$ cat config.mk
export PLATFORM = sky130hd
export DESIGN_NAME = reg_file_sb_flat
export DESIGN_NICKNAME = d
export VERILOG_FILES = /design/src/rtl/reg_file_sb_if.sv /design/src/rtl/reg_file_sb.sv /design/src/flat_wrapper.sv
export SDC_FILE = /design/constraint.sdc
export NUM_CORES = 1
export LEC_CHECK = 0
export BUFFER_PORTS_ARGS = -buffer_cell sky130_fd_sc_hd__buf_2
export CORE_ASPECT_RATIO = 1.1
export CORE_MARGIN = 4
export CORE_UTILIZATION = 30
export CTS_BUF_LIST = sky130_fd_sc_hd__clkbuf_16
export CTS_CLUSTER_DIAMETER = 150
export DETAILED_ROUTE_END_ITERATION = 8
export HOLD_SLACK_MARGIN = 0.06
export PLACE_DENSITY = 0.52
export SLEW_MARGIN = 10
export SYNTH_ARGS = -nofsm -noshare
export SYNTH_HDL_FRONTEND = slang
export SYNTH_SLANG_ARGS = --single-unit
$ cat constraint.sdc
create_clock -name clk -period 2 [get_ports clk]
set_input_delay 0.1 -clock clk [delete_from_list [all_inputs] [get_ports clk]]
set_output_delay 0.1 -clock clk [all_outputs]
set_load 0.05 [all_outputs]
$ cat src/rtl/reg_file_sb_if.sv
// reg_file_sb_if: read, write and reservation signals of the scoreboarded register file.
interface reg_file_sb_if #(
    parameter int DATA_W = 16,
    parameter int ADDR_W = 2
);
    logic [ADDR_W-1:0] rd_addr_1;
    logic [ADDR_W-1:0] rd_addr_2;
    logic [DATA_W-1:0] rd_dat_1;
    logic [DATA_W-1:0] rd_dat_2;
    logic              wr_en;
    logic [ADDR_W-1:0] wr_addr;
    logic [DATA_W-1:0] wr_dat;
    logic              rsv_en;
    logic [ADDR_W-1:0] rsv_addr;
    logic              rsv_ok;
    logic              busy_1;
    logic              busy_2;

    modport master (
        output rd_addr_1, rd_addr_2, wr_en, wr_addr, wr_dat, rsv_en, rsv_addr,
        input  rd_dat_1, rd_dat_2, rsv_ok, busy_1, busy_2
    );
    modport slave (
        input  rd_addr_1, rd_addr_2, wr_en, wr_addr, wr_dat, rsv_en, rsv_addr,
        output rd_dat_1, rd_dat_2, rsv_ok, busy_1, busy_2
    );
endinterface

$ cat src/rtl/reg_file_sb.sv
// reg_file_sb: two-read/one-write register file with per-register busy bits for reservations.
module reg_file_sb #(
    parameter int DATA_W   = 16,
    parameter int ADDR_W   = 2,
    parameter bit ZERO_REG = 0,
    parameter bit BYPASS   = 1
) (
    input logic        clk,
    input logic        reset,
    reg_file_sb_if.slave bus
);
    localparam int DEPTH = 1 << ADDR_W;

    logic [DATA_W-1:0] r_mem [DEPTH];
    logic [DEPTH-1:0]  r_busy;

    logic w_hit_1, w_hit_2, w_hit_r, w_zero_1, w_zero_2, w_zero_r, w_zero_w;

    assign w_hit_1  = bus.wr_en && bus.wr_addr == bus.rd_addr_1;
    assign w_hit_2  = bus.wr_en && bus.wr_addr == bus.rd_addr_2;
    assign w_hit_r  = bus.wr_en && bus.wr_addr == bus.rsv_addr;
    assign w_zero_1 = ZERO_REG && bus.rd_addr_1 == '0;
    assign w_zero_2 = ZERO_REG && bus.rd_addr_2 == '0;
    assign w_zero_r = ZERO_REG && bus.rsv_addr == '0;
    assign w_zero_w = ZERO_REG && bus.wr_addr == '0;

    assign bus.rd_dat_1 = w_zero_1 ? '0 : (BYPASS && w_hit_1) ? bus.wr_dat : r_mem[bus.rd_addr_1];
    assign bus.rd_dat_2 = w_zero_2 ? '0 : (BYPASS && w_hit_2) ? bus.wr_dat : r_mem[bus.rd_addr_2];
    assign bus.busy_1   = r_busy[bus.rd_addr_1] && !w_hit_1;
    assign bus.busy_2   = r_busy[bus.rd_addr_2] && !w_hit_2;
    assign bus.rsv_ok   = bus.rsv_en && (w_zero_r || !r_busy[bus.rsv_addr] || w_hit_r);

    // The reservation set is issued after the writeback clear so a same-edge reservation wins.
    always_ff @(posedge clk) begin
        if (reset) begin
            for (int i = 0; i < DEPTH; i++) r_mem[i] <= '0;
            r_busy <= '0;
        end else begin
            if (bus.wr_en && !w_zero_w) r_mem[bus.wr_addr] <= bus.wr_dat;
            if (bus.wr_en) r_busy[bus.wr_addr] <= 1'b0;
            if (bus.rsv_ok && !w_zero_r) r_busy[bus.rsv_addr] <= 1'b1;
        end
    end
endmodule

$ cat src/flat_wrapper.sv
// flat-port wrapper written by rule: the top's interface ports become plain ports
module reg_file_sb_flat 
#(
    parameter int DATA_W   = 16,
    parameter int ADDR_W   = 2,
    parameter bit ZERO_REG = 0,
    parameter bit BYPASS   = 1
)
  (clk, reset, bus_rd_addr_1, bus_rd_addr_2, bus_wr_en, bus_wr_addr, bus_wr_dat, bus_rsv_en, bus_rsv_addr, bus_rd_dat_1, bus_rd_dat_2, bus_rsv_ok, bus_busy_1, bus_busy_2);
  reg_file_sb_if #(.DATA_W(DATA_W), .ADDR_W(ADDR_W)) bus_i ();
  input logic clk;
  input logic reset;
  input wire logic [$bits(bus_i.rd_addr_1)-1:0] bus_rd_addr_1;
  input wire logic [$bits(bus_i.rd_addr_2)-1:0] bus_rd_addr_2;
  input wire logic [$bits(bus_i.wr_en)-1:0] bus_wr_en;
  input wire logic [$bits(bus_i.wr_addr)-1:0] bus_wr_addr;
  input wire logic [$bits(bus_i.wr_dat)-1:0] bus_wr_dat;
  input wire logic [$bits(bus_i.rsv_en)-1:0] bus_rsv_en;
  input wire logic [$bits(bus_i.rsv_addr)-1:0] bus_rsv_addr;
  output wire logic [$bits(bus_i.rd_dat_1)-1:0] bus_rd_dat_1;
  output wire logic [$bits(bus_i.rd_dat_2)-1:0] bus_rd_dat_2;
  output wire logic [$bits(bus_i.rsv_ok)-1:0] bus_rsv_ok;
  output wire logic [$bits(bus_i.busy_1)-1:0] bus_busy_1;
  output wire logic [$bits(bus_i.busy_2)-1:0] bus_busy_2;
  assign bus_i.rd_addr_1 = bus_rd_addr_1;
  assign bus_i.rd_addr_2 = bus_rd_addr_2;
  assign bus_i.wr_en = bus_wr_en;
  assign bus_i.wr_addr = bus_wr_addr;
  assign bus_i.wr_dat = bus_wr_dat;
  assign bus_i.rsv_en = bus_rsv_en;
  assign bus_i.rsv_addr = bus_rsv_addr;
  assign bus_rd_dat_1 = bus_i.rd_dat_1;
  assign bus_rd_dat_2 = bus_i.rd_dat_2;
  assign bus_rsv_ok = bus_i.rsv_ok;
  assign bus_busy_1 = bus_i.busy_1;
  assign bus_busy_2 = bus_i.busy_2;
  reg_file_sb #(.DATA_W(DATA_W), .ADDR_W(ADDR_W), .ZERO_REG(ZERO_REG), .BYPASS(BYPASS)) u_core (.clk(clk), .reset(reset), .bus(bus_i));
endmodule
==> impl_metrics.ini <==
[clock_network]
clk_pin_slew_ns = 0.05
clock_tree_from_tritoncts = built
postCtsSetupRepairBufs = 0
h_tree_levels = 3
clock-sinks = 68
postCtsHoldBufs = 0
tritoncts.num_buffers = 9
cts.path.max_buffers = 2
clock_latency_ns = 0.32
postCtsResizedCells = 0
cts_root_buf = sky130_fd_sc_hd__clkbuf_16

[worst_setup_path]
class_of_the_most_critical_setup_path = reg2out
worst_r2r_startpoint = u_core.r_busy[3]$_SDFF_PP0_
timing.critical_path.to_type = primary output
critPathArrivalTime_ns = 1.74
setup.worst_path.start_class = flop
path_cells = mux4_1 > mux2_2 > buf_2
critPathMaxFanout = 2
slowest_delay_ns = 0.52
cpMaxStageDelayCell = sky130_fd_sc_hd__mux4_1
crit_path_start = u_core.r_mem[3][15]$_DFFE_PP_
required_time_worst_endpoint_ns = 1.90

[pwr]
share_clk_of_total_power = 0.409
power_switching_share = 0.275
share_comb_of_total_power = 0.225
intPower_uw = 3400
power.switching_uw = 1290
vdd.ir_drop.worst_mv = 0.445
p_per_area_mw_per_mm2 = 954
total_leakage_power_uw = 0.00204
seq_power_share = 0.366

[routing]
detail_route.wl_per_cell_um = 19.2
detail_route.vias_per_cell = 4.98
drt-total-wl_um = 9800
drt_pass1_iterations = 4
drt_iter0_drc = 97
vias = 2538
drt.antenna.violating_nets = 0
drc = 0

[die]
top_level_ports = 63
initial_utilization = 0.304
core_sq_mm = 0.0132
core.rowCount = 44
die_h_um = 129
design.die.area_sq_mm = 0.0153
die_width_um = 118

[placement]
post-place-cells = 494
globalplace.congestion = 0.744
cell_area_reported_after_detailed_placement_sq_mm = 0.00456
port-buffer-count = 62
detailedPlacementHpwl_um = 6710

[synthesis]
post_synth_inst_count = 272
syn-mean-instance-area_sq_um = 14.7
synth_seq_cells = 68
yosysWarnings = 0
yosysSeqAreaShare = 0.500
postSynthNetCount = 300
netlist_area_sq_mm = 0.00401
synth_cell_type_count = 31

[global_routing]
total_global_routing_track_utilization = 0.133
antenna_found_initial = 0
grtUsageMet2 = 0.239
globalRouteMet3Util = 0.0297
globalRoute.busiestLayer = met2
number_of_global_route_vias_before_repair = 2663
use_met1 = 0.157
overflow = 0
grt_first_pass_wirelength_um = 15200
pin_count_of_the_biggest_net_entering_global_routing = 19

[finish]
layout.area.seq_sq_mm = 0.00200
layout_common_cells = sky130_fd_sc_hd__edfxtp_1, sky130_fd_sc_hd__buf_2, sky130_fd_sc_hd__nor2_1
layout-area-overhead-vs-synth_pct = 22.9
layout.cells.non_filler = 510
area_of_the_multi_input_gates_sq_mm = 0.00177
final_layout_size_suffix_gt1_frac = 0.453
design_area_sq_mm = 0.00492
most_common_library_cell_in_the_layout_ignoring_fill_and_taps = sky130_fd_sc_hd__edfxtp_1
n_antenna_cell = 0
filler_cell_count = 1240
num-nets-final = 372

[sta]
relSlewSlack = 0.599
finalCritPeriodShare = 0.920
rsz0062_at_grt = false
setup_violations = 0
worst_slew_pin_slew_ns = 0.601
setup-tns-final_ns = 0
max_freq_mhz = 543
fin_crit_ns = 1.84
finClkSkew_ns = 0
final_hold_viol_count = 0
slew_violations = 0

[run]
maxCapViolCount = 0

[run_status]
run_status = completed

[hold_path]
hp-start = bus_rsv_en
min_delay_path_class = in2reg
==> registers in the layout (all words and copies together), names as in the netlist <==
name	flops
u_core.r_busy	4
u_core.r_mem	64
==> per-stage QoR <==
| stage | power, uW | util | hold WS (ns) | worst slack (ns) |
|---|---|---|---|---|
| 2_1_floorplan | 2550 | - | 0.281 | 0.204 |
| 3_3_place_gp | 2800 | 0.347 | 0.439 | 0.266 |
| 3_5_place_dp | 2810 | 0.347 | 0.442 | 0.254 |
| 4_1_cts | 4750 | 0.374 | 0.0900 | 0.128 |
| 5_1_grt | 4880 | 0.374 | 0.127 | 0.101 |
| 6_report | 4700 | 0.374 | 0.111 | 0.160 |
==> cells in the mapped netlist, drive strengths merged <==
| cell | number | area share |
|---|---|---|
| a21boi | 1 | 0.0019 |
| a31o | 1 | 0.0022 |
| a31oi | 4 | 0.0062 |
| and2 | 2 | 0.0031 |
| buf | 16 | 0.035 |
| clkbuf | 4 | 0.0037 |
| dfxtp | 4 | 0.020 |
| edfxtp | 64 | 0.48 |
| inv | 21 | 0.020 |
| mux2 | 32 | 0.11 |
| mux4 | 35 | 0.21 |
| nand2 | 16 | 0.015 |
| nand2b | 3 | 0.0047 |
| nand3 | 3 | 0.0062 |
| nand3b | 1 | 0.0019 |
| nand4b | 1 | 0.0022 |
| nor2 | 48 | 0.045 |
| nor2b | 1 | 0.0016 |
| o21bai | 1 | 0.0019 |
| o22ai | 4 | 0.0062 |
| or3b | 1 | 0.0022 |
| or4b | 1 | 0.0025 |
| or4bb | 2 | 0.0056 |
| xnor2 | 6 | 0.017 |
==> metal layers <==
metal,part of all wire,vias to the layer above
li1,-,1183
met1,0.41,1279
met2,0.52,63
met3,0.050,13
met4,0.019,0
met5,0,-
==> worst max-delay path: cells and delay by family, from the launching register on <==
kind                   cells  cell delay, ns
buffers and inverters      1            0.21
flip-flops                 1            0.40
multiplexers               2            0.80
==> power groups by stage <==
stage	Combinational [uW]	Clock, uW	Sequential (uW)
finish	1060	1920	1720
global route	1110	2040	1730
detailed placement	1070	0	1750
floorplan	822	0	1720
global placement	1060	0	1740
CTS	1070	1960	1720
==> cells by family (layout without fill, tap and decap cells) <==
| kind of cell | Yosys count | in the layout | share of synthesized area |
|---|---|---|---|
| xor gates and xnor gates | 6 | 6 | 0.0169 |
| AOI/OAI and AO/OA | 11 | 11 | 0.0184 |
| buffers and inverters | 41 | 118 | 0.0584 |
| DFF | 68 | 68 | 0.500 |
| and+or+nand+nor | 79 | 79 | 0.0899 |
| muxes | 67 | 67 | 0.317 |
==> path summary, 6_finish.rpt <==
path | slack (ns) | end | cells past startpoint
min | 0.11 | u_core.r_busy[3]$_SDFF_PP0_ | 3
min reg2reg | 0.53 | u_core.r_busy[1]$_SDFF_PP0_ | 2
max | 0.16 | bus_rd_dat_1[15] | 3
max reg2reg | 1.22 | u_core.r_busy[3]$_SDFF_PP0_ | 3
==> cell type report <==
cell class / instances / area share
inverters: 21 / 0.0160
clock buffers: 9 / 0.0457
repair buffers: 81 / 0.102
clock inverters: 7 / 0.0282
well taps: 161 / 0.0409
flip-flops and latches: 68 / 0.407
multi-input cells: 163 / 0.360
Power figures use the tool's default switching activity.
